### src/rtl/key_debounce.sv
// Three-key debouncer: 2-flop sync, shared sample tick, per-key press/release FSM,
// one-cycle press pulses and a long-press pulse on the reset key.
module key_debounce #(
  parameter int unsigned TICK_DIV     = 62500,
  parameter int unsigned STABLE_TICKS = 20,
  parameter int unsigned LONG_TICKS   = 800
) (
  input  logic       clk,
  input  logic       rst,
  input  logic       key_reset,
  input  logic       key_start_pause,
  input  logic       key_display_stop,
  output logic       reset_pulse,
  output logic       start_pause_pulse,
  output logic       display_stop_pulse,
  output logic       long_reset_pulse,
  output logic [2:0] key_level
);

  localparam int unsigned NKEYS = 3;
  localparam int unsigned TW    = $clog2(TICK_DIV) + 1;
  localparam int unsigned SW    = $clog2(STABLE_TICKS) + 1;
  localparam int unsigned HW    = $clog2(LONG_TICKS) + 1;

  typedef enum logic [1:0] {
    IDLE,
    PRESS_CHK,
    HELD,
    REL_CHK
  } state_t;

  logic [NKEYS-1:0] raw;
  logic [NKEYS-1:0] sync_a;
  logic [NKEYS-1:0] sync_b;
  logic [NKEYS-1:0] pulse;
  logic [TW-1:0]    tick_cnt;
  logic             tick;

  assign raw = {key_display_stop, key_start_pause, key_reset};

  // Synchronizers idle at 1 (keys are active-low, released = 1)
  always_ff @(posedge clk or posedge rst) begin
    if (rst) begin
      sync_a <= '1;
      sync_b <= '1;
    end else begin
      sync_a <= raw;
      sync_b <= sync_a;
    end
  end

  assign tick = (tick_cnt == TW'(TICK_DIV - 1));

  always_ff @(posedge clk or posedge rst) begin
    if (rst) begin
      tick_cnt <= '0;
    end else if (tick) begin
      tick_cnt <= '0;
    end else begin
      tick_cnt <= tick_cnt + TW'(1);
    end
  end

  for (genvar i = 0; i < NKEYS; i++) begin : g_key
    state_t        state;
    logic [SW-1:0] stab;
    logic [SW-1:0] stab_inc;
    logic          stab_done;
    logic          level;
    logic          press;
    logic          pressed;

    assign pressed   = ~sync_b[i];
    assign stab_inc  = stab + SW'(1);
    assign stab_done = (stab_inc >= SW'(STABLE_TICKS));

    always_ff @(posedge clk or posedge rst) begin
      if (rst) begin
        state <= IDLE;
        stab  <= '0;
        level <= 1'b0;
        press <= 1'b0;
      end else begin
        press <= 1'b0;
        if (tick) begin
          case (state)
            IDLE: begin
              if (pressed) begin
                state <= PRESS_CHK;
                stab  <= SW'(1);
              end
            end
            PRESS_CHK: begin
              if (!pressed) begin
                state <= IDLE;
                stab  <= '0;
              end else if (stab_done) begin
                state <= HELD;
                stab  <= '0;
                level <= 1'b1;
                press <= 1'b1;
              end else begin
                stab <= stab_inc;
              end
            end
            HELD: begin
              if (!pressed) begin
                state <= REL_CHK;
                stab  <= SW'(1);
              end
            end
            REL_CHK: begin
              // A pressed sample here is bounce: back to HELD silently
              if (pressed) begin
                state <= HELD;
                stab  <= '0;
              end else if (stab_done) begin
                state <= IDLE;
                stab  <= '0;
                level <= 1'b0;
              end else begin
                stab <= stab_inc;
              end
            end
            default: begin
              state <= IDLE;
              stab  <= '0;
            end
          endcase
        end
      end
    end

    assign key_level[i] = level;
    assign pulse[i]     = press;

    // Long-press detection only exists for the reset key
    if (i == 0) begin : g_long
      logic [HW-1:0] hold;
      logic          long_q;

      always_ff @(posedge clk or posedge rst) begin
        if (rst) begin
          hold   <= '0;
          long_q <= 1'b0;
        end else begin
          long_q <= 1'b0;
          if (state == IDLE) begin
            hold <= '0;
          end else if (tick && state == HELD && pressed && hold != HW'(LONG_TICKS)) begin
            hold <= hold + HW'(1);
            if (hold == HW'(LONG_TICKS - 1)) begin
              long_q <= 1'b1;
            end
          end
        end
      end

      assign long_reset_pulse = long_q;
    end
  end

  assign reset_pulse        = pulse[0];
  assign start_pause_pulse  = pulse[1];
  assign display_stop_pulse = pulse[2];

endmodule

### config.mk
export PLATFORM = sky130hd
export DESIGN_NAME = key_debounce
export DESIGN_NICKNAME = d
export VERILOG_FILES = /design/src/rtl/key_debounce.sv
export SDC_FILE = /design/constraint.sdc
export NUM_CORES = 1
export LEC_CHECK = 0
export CAP_MARGIN = 30
export CORE_UTILIZATION = 50
export DETAILED_ROUTE_END_ITERATION = 8
export PLACE_DENSITY_LB_ADDON = 0.12
export SYNTH_ARGS = -nofsm -noshare
export SYNTH_HDL_FRONTEND = slang
export SYNTH_SLANG_ARGS = --single-unit
### constraint.sdc
create_clock -name clk -period 5.35 [get_ports clk]
set_input_delay 0.535 -clock clk [delete_from_list [all_inputs] [get_ports clk]]
set_output_delay 0.535 -clock clk [all_outputs]
set_load 0.02 [all_outputs]
==> results.md, run 1 <==
- Hold-critical path endpoint: sync_b[1]$_DFF_PP1_
- Category of the worst setup path capture point: register
- Die Height: approximately 84 um
- Violations in the final reports: design-rule violations
- Site Rows: 29
- Flip-flop and latch count after synthesis: 65
- Area of the placeable core: approximately 6400 um2
- Critical path launch point type: register
- Die ar.: just over 7000 um2
- Fraction of the core area covered by cells at the end of the flow: 0.577
- Count of cell types in the netlist: just under 60
- Fraction of layout cells with a size suffix above 1: 0.104
- Data arrival at the endpoint of the critical path: approximately 2700 ps
- Setup repair after global routing missed its margin: no
- Commonest cells after routing, fill and taps aside: sky130_fd_sc_hd__dfrtp_1, sky130_fd_sc_hd__nand2_1, sky130_fd_sc_hd__nor2_1
- Total of warnings raised by yosys: 0
- Most frequently used flop master after synthesis: sky130_fd_sc_hd__dfrtp_1
- Iter 0 DRT Violations: between 150 and 200
- Number of cell instances on the worst register-to-register path: 6
- Final nets: between 300 and 400
- Flop2flop setup slack: 2870 ps
- Min Tclk post-route: 2480 ps
- CTS buffer count: 9
- Clock Tree Buf Depth: 2
- Worst vdd rail ir drop: 181 uV
- Number of flops mapped to enable cells by yosys: 0
- Largest net degree at the start of global routing: 66
- DIE WIDTH: around 84 um
- Total of buffers placed on input and output ports: 11
- Mean cell area of the mapped netlist: 10.0 um2
- Static leakage: 0.00166 uW
- Reg-to-reg endpoint: g_key[0].g_long.hold[9]$_DFFE_PP0P_
- Clk_lat worst skew: roughly 340 ps
- Number of top-level design ports: 12
- Final Hold Fails: 0
- Postcts setup bufs: 0
- Layout-stage area growth over the synthesis result: 10.3%
- Vias per Instance: between 5 and 6
- Worst hold stages: 0
- Diodes inserted: 0
- Sum of overflow across all layers after global routing: 0
- WL/cell: around 14 um
- FF-to-FF Start: tick_cnt[3]$_DFF_PP0_
- Clock tree from TritonCTS: yes
- Number of max-cap violations: 0
- Initial Utilization: 0.523
- Clock tree sinks: 65
- Startpoint-to-endpoint class of the critical path: register to register
- Antenna violations before repair: 0
- Post-route clock period utilization: 0.463
- Worst clock skew on the final layout: about 9.6 ps
- Critical path origin: tick_cnt[3]$_DFF_PP0_
- Final setup violation count: 0
- Data required, critical path: ~5600 ps
- Root Buffer: sky130_fd_sc_hd__clkbuf_8
- Highest net fanout along the worst path: 30
- H-Tree Depth: 3
- Number of slew-limit violations in the final report: 0
- First-pass GRT wire length: ~10 mm
- Net count of the mapped netlist: approximately 350
- Cells after Synth: between 300 and 400
- Portion of the post-synthesis area used by sequential elements: 0.486
- Post-synthesis instance area: around 3400 um2
- Most common cell after layout, fill and taps aside: sky130_fd_sc_hd__dfrtp_1
- Total wirelength of the detailed-routed design: 6.11 mm
- Global routing usage summed across all routing layers: 0.189
- DRT Pass-1 Iters: 6
- Detailed-route DRC error count: 2
- Achievable clock frequency: between 0.4 and 0.5 GHz
- Status: complete, but fails checks
- Gates resized, CTS repair: 0
- Clk pin slew, worst setup/hold paths: around 60 ps
- Pwr Density: 239 nW/um2
- Slew at the pin closest to its max-slew limit: 791 ps
- Routed via count: between 2,000 and 2,500
- Share of flip-flops with an asynchronous set or reset: 1.00
- RD Place Congestion: 0.776
- Vias in the first global route: 2,215
- Hold-fix buffers, CTS: 0
- Startpoint of the lowest-slack hold path: sync_a[1]$_DFF_PP1_
- Number of nets still failing antenna checks after routing: 0
- Type of the tightest min-delay check: register to register
- Sum of net half-perimeters after detailed placement: around 4.1 mm
- Aggregate negative setup slack: 0 ps
- Remaining max-slew budget at the tightest pin: 0.472
## registers in the layout, indices dropped and copies added (netlist names), named ones only
signal              count
g_key.g_long.hold      11
start_pause_pulse       1
g_key.state             3
sync_a                  3
tick_cnt               17
display_stop_pulse      1
g_key.stab             18
reset_pulse             1
g_key.level             3
sync_b                  3
long_reset_pulse        1
## worst max-delay path by stage
stage	end	cells past startpoint
after global routing	g_key[0].g_long.hold[9]$_DFFE_PP0P_	6
after CTS	g_key[0].g_long.hold[9]$_DFFE_PP0P_	6
after floorplan	async pin	1
after global placement	g_key[0].g_long.hold[8]$_DFFE_PP0P_	6
after detailed placement	g_key[0].g_long.hold[5]$_DFFE_PP0P_	6
final	g_key[0].g_long.hold[9]$_DFFE_PP0P_	6
## metrics by stage
stage	setup slack [ps]	hold WS [ps]	power [uW]	instances	instance area, um2
4_1_cts	2870	358	894	432	3710
3_3_place_gp	2980	346	523	416	3530
2_1_floorplan	3200	345	516	335	3360
5_1_grt	2750	364	920	432	3710
6_report	2870	358	886	432	3710
3_5_place_dp	2910	349	523	416	3530
## synth_stat cells (all sizes together), types with 2 or more instances
master / number / area (um2)
o21ai: 15 / 75.1
nor4: 6 / 58.8
o21a: 3 / 22.5
a31oi: 5 / 31.3
a41o: 2 / 20.0
inv: 16 / 60.1
dfrtp: 59 / 1480
ha: 9 / 113
nor3: 5 / 30.0
or4: 3 / 26.3
nand3: 19 / 95.1
o311ai: 2 / 17.5
a21o: 2 / 15.0
xnor2: 12 / 105
nor2b: 2 / 12.5
nand2: 39 / 146
or2: 3 / 18.8
dfstp: 6 / 158
o31ai: 3 / 22.5
a21oi: 10 / 50.1
nor4bb: 2 / 20.0
a22o: 9 / 78.8
and2: 6 / 37.5
or3: 5 / 31.3
xor2: 8 / 70.1
clkbuf: 3 / 11.3
and3: 6 / 37.5
o211ai: 4 / 30.0
nand4: 11 / 90.1
and4: 3 / 26.3
nor2: 23 / 86.3
mux2i: 6 / 60.1
nand4b: 3 / 26.3
buf: 7 / 45.0
nand2b: 3 / 18.8
a31o: 5 / 43.8
## metal layers
layer  track usage  wire [um]  up-vias
met3        0.0356        186       13
met5             0          0        -
met1         0.269       3110     1191
li1              -          -     1243
met4         0.107        150        0
met2         0.269       2660       44
## cells by family (layout without fill, tap and decap cells)
family                     count (synthesis)  in the layout  synth area share
adders and majority gates                  9              9            0.0335
muxes                                      7              7            0.0212
AOI/OAI and AO/OA                         67             67             0.140
xor gates and xnor gates                  20             20            0.0521
DFF                                       65             65             0.486
buffers and inverters                     26             46            0.0346
and+or+nand+nor                          141            141             0.232
## final cells by class
cell class / count / area [um2]
flip-flops and latches: 65 / 1630
inverters: 16 / 60.1
multi-input cells: 244 / 1610
clock inverters: 3 / 15.0
clock buffers: 13 / 159
repair buffers: 14 / 133
well taps: 77 / 96.3
fillers: 541 / 2720
## critical path, stage by stage, from the launching register on
cell and delay [ps]:
sky130_fd_sc_hd__dfrtp_1 420, sky130_fd_sc_hd__or4_1 630, sky130_fd_sc_hd__nor4_4 230, sky130_fd_sc_hd__buf_4 350, sky130_fd_sc_hd__nand4_2 200, sky130_fd_sc_hd__or3_1 390, sky130_fd_sc_hd__a21oi_1 160
## report_power, final
part	switching [uW]	total (uW)	leakage, uW	internal (uW)
clock network	181	372	0.0000932	191
registers	2.16	498	0.000873	496
logic	11.0	15.4	0.000698	4.37
No activity file was read; power rests on OpenSTA's default activity.
==> inputs of run 2 (changes only) <==
==> constraint.sdc (replaced) <==
create_clock -name clk -period 2.5 [get_ports clk]
set_input_delay 0.25 -clock clk [delete_from_list [all_inputs] [get_ports clk]]
set_output_delay 0.25 -clock clk [all_outputs]
set_load 0.02 [all_outputs]
==> results.md, run 2 (synthesis gave the netlist of run 1 again) <==
- Aggregate negative setup slack: 0 ps
- Data arrival at the endpoint of the critical path: approximately 2600 ps
- Reg-to-reg endpoint: g_key[1].stab[1]$_DFFE_PP0P_
- Iter 0 DRT Violations: 104
- Filler cells: about 550
- Die ar.: 7050 um2
- Root Buffer: sky130_fd_sc_hd__clkbuf_8
- Hold-fix buffers, CTS: 0
- RD Place Congestion: between 0.7 and 0.8
- Category of the worst setup path capture point: register
- H-Tree Depth: 3
- DRT Pass-1 Iters: 6
- Worst vdd rail ir drop: ~330 uV
- Share of power burned in registers: 0.518
- Final Hold Fails: 0
- DIE WIDTH: 84.0 um
- Fraction of layout cells with a size suffix above 1: 0.132
- Sw frac: 0.207
- Die Height: between 80 and 90 um
- Number of top-level design ports: 12
- Antenna violations before repair: 0
- Type of the tightest min-delay check: input port to async pin
- Slew at the pin closest to its max-slew limit: just under 600 ps
- First-pass GRT wire length: around 11 mm
- Setup repair after global routing missed its margin: no
- Vias in the first global route: 2,298
- Gate power share: 0.017
- Smallest setup slack after layout: roughly 180 ps
- Startpoint-to-endpoint class of the critical path: register to register
- Total power: 2050 uW
- Pwr Density: between 500 and 600 nW/um2
- Number of nets still failing antenna checks after routing: 0
- Vias per Instance: 5.69
- Most common cell after layout, fill and taps aside: sky130_fd_sc_hd__dfrtp_1
- Sum of overflow across all layers after global routing: 0
- Clk pin slew, worst setup/hold paths: ~70 ps
- Final nets: roughly 370
- Worst clock skew on the final layout: roughly 5 ps
- Diodes inserted: 0
- Register with the most flip-flops: g_key.stab
- CTS buffer count: 9
- Flop2flop setup slack: approximately 180 ps
- Int Power: between 1500 and 2000 uW
- Total wirelength of the detailed-routed design: between 6 and 7 mm
- Routed via count: 2,516
- Final setup violation count: 0
- Highest net fanout along the worst path: 21
- Sum of net half-perimeters after detailed placement: approximately 4.2 mm
- Gates resized, CTS repair: 0
- Total area of sequential cells: between 1500 and 2000 um2
- FF-to-FF Start: tick_cnt[4]$_DFF_PP0_
- Achievable clock frequency: between 0.4 and 0.5 GHz
- Min Tclk post-route: ~2300 ps
- Static leakage: between 0.0015 and 0.002 uW
- Number of slew-limit violations in the final report: 0
- Clk_lat worst skew: roughly 340 ps
- Number of max-cap violations: 0
- Detailed-route DRC error count: 2
- Clock tree sinks: 65
- Site Rows: 29
- Global routing usage summed across all routing layers: 0.194
- Footprint of the multi-input gates: roughly 1600 um2
- Violations in the final reports: design-rule violations
- Registers with the most flip-flops: g_key.stab (18), tick_cnt (17), g_key.g_long.hold (11)
- Initial Utilization: 0.523
- Clock Tree Buf Depth: 2
- Commonest cells after routing, fill and taps aside: sky130_fd_sc_hd__dfrtp_1, sky130_fd_sc_hd__nand2_1, sky130_fd_sc_hd__nor2_1
- Total of buffers placed on input and output ports: 11
- Switching power summed over all nets: roughly 430 uW
- Critical path launch point type: register
- Layout-stage area growth over the synthesis result: 14.4%
- Status: complete, but fails checks
- Data required, critical path: between 2000 and 3000 ps
- Largest net degree at the start of global routing: between 60 and 70
- Clock tree from TritonCTS: yes
- Remaining max-slew budget at the tightest pin: 0.603
- Area of the placeable core: approximately 6400 um2
- WL/cell: roughly 14 um
- Postcts setup bufs: 0
- Max reg flops: 18
- Number of cell instances on the worst register-to-register path: 7
- Power share of the clock group: 0.464
- Pre-CTS worst setup slack: approximately 130 ps
- Post-route clock period utilization: 0.929
## run 2: worst max-delay path: stages (launching register included)
cell and delay, ps:
sky130_fd_sc_hd__dfrtp_1 420, sky130_fd_sc_hd__or4_1 620, sky130_fd_sc_hd__nor4_4 290, sky130_fd_sc_hd__buf_4 190
sky130_fd_sc_hd__buf_12 160, sky130_fd_sc_hd__o21ai_1 140, sky130_fd_sc_hd__and2_0 190, sky130_fd_sc_hd__a31o_1 190
## run 2: layout make-up
| cell class | instances | area share |
|---|---|---|
| Clock buffer | 10 | 0.0332 |
| Timing Repair Buffer | 24 | 0.0606 |
| Multi-Input combinational cell | 244 | 0.419 |
| Sequential cell | 65 | 0.425 |
| Tap cell | 77 | 0.0251 |
| Clock inverter | 6 | 0.0215 |
| Inverter | 16 | 0.0156 |
## run 2: power by group through the flow
| stage | registers [uW] | logic, uW | clock network [uW] |
|---|---|---|---|
| after floorplan | 1080 | 20.6 | 0 |
| after global routing | 1060 | 41.1 | 1040 |
| after detailed placement | 1080 | 37.9 | 0 |
| final | 1060 | 35.8 | 953 |
| after global placement | 1080 | 38.1 | 0 |
| after CTS | 1060 | 37.9 | 983 |
## run 2: worst max path at each step
stage | from | to | slack (ps)
global route | tick_cnt[4]$_DFF_PP0_ | g_key[1].stab[1]$_DFFE_PP0P_ | 10
finish | tick_cnt[4]$_DFF_PP0_ | g_key[1].stab[1]$_DFFE_PP0P_ | 180
global placement | tick_cnt[4]$_DFF_PP0_ | g_key[0].g_long.hold[9]$_DFFE_PP0P_ | 190
floorplan | tick_cnt[3]$_DFF_PP0_ | g_key[0].stab[1]$_DFFE_PP0P_ | 380
detailed placement | tick_cnt[4]$_DFF_PP0_ | g_key[1].stab[1]$_DFFE_PP0P_ | 130
CTS | tick_cnt[4]$_DFF_PP0_ | g_key[1].stab[1]$_DFFE_PP0P_ | 110
## run 2: per-layer routing
metal,wire (um),vias up,global-route usage
li1,-,1259,-
met1,3160,1214,0.274
met2,2730,33,0.284
met3,198,10,0.0504
met4,97,0,0.0799
met5,0,-,0
## run 2: through the flow
stage | cell area [um2] | std cells | hold slack (ps) | utilization
after floorplan | 3360 | 335 | 254 | -
after global placement | 3620 | 425 | 346 | 0.564
after detailed placement | 3620 | 425 | 347 | 0.564
after CTS | 3830 | 441 | 296 | 0.597
after global routing | 3840 | 442 | 296 | 0.598
final | 3840 | 442 | 272 | 0.598
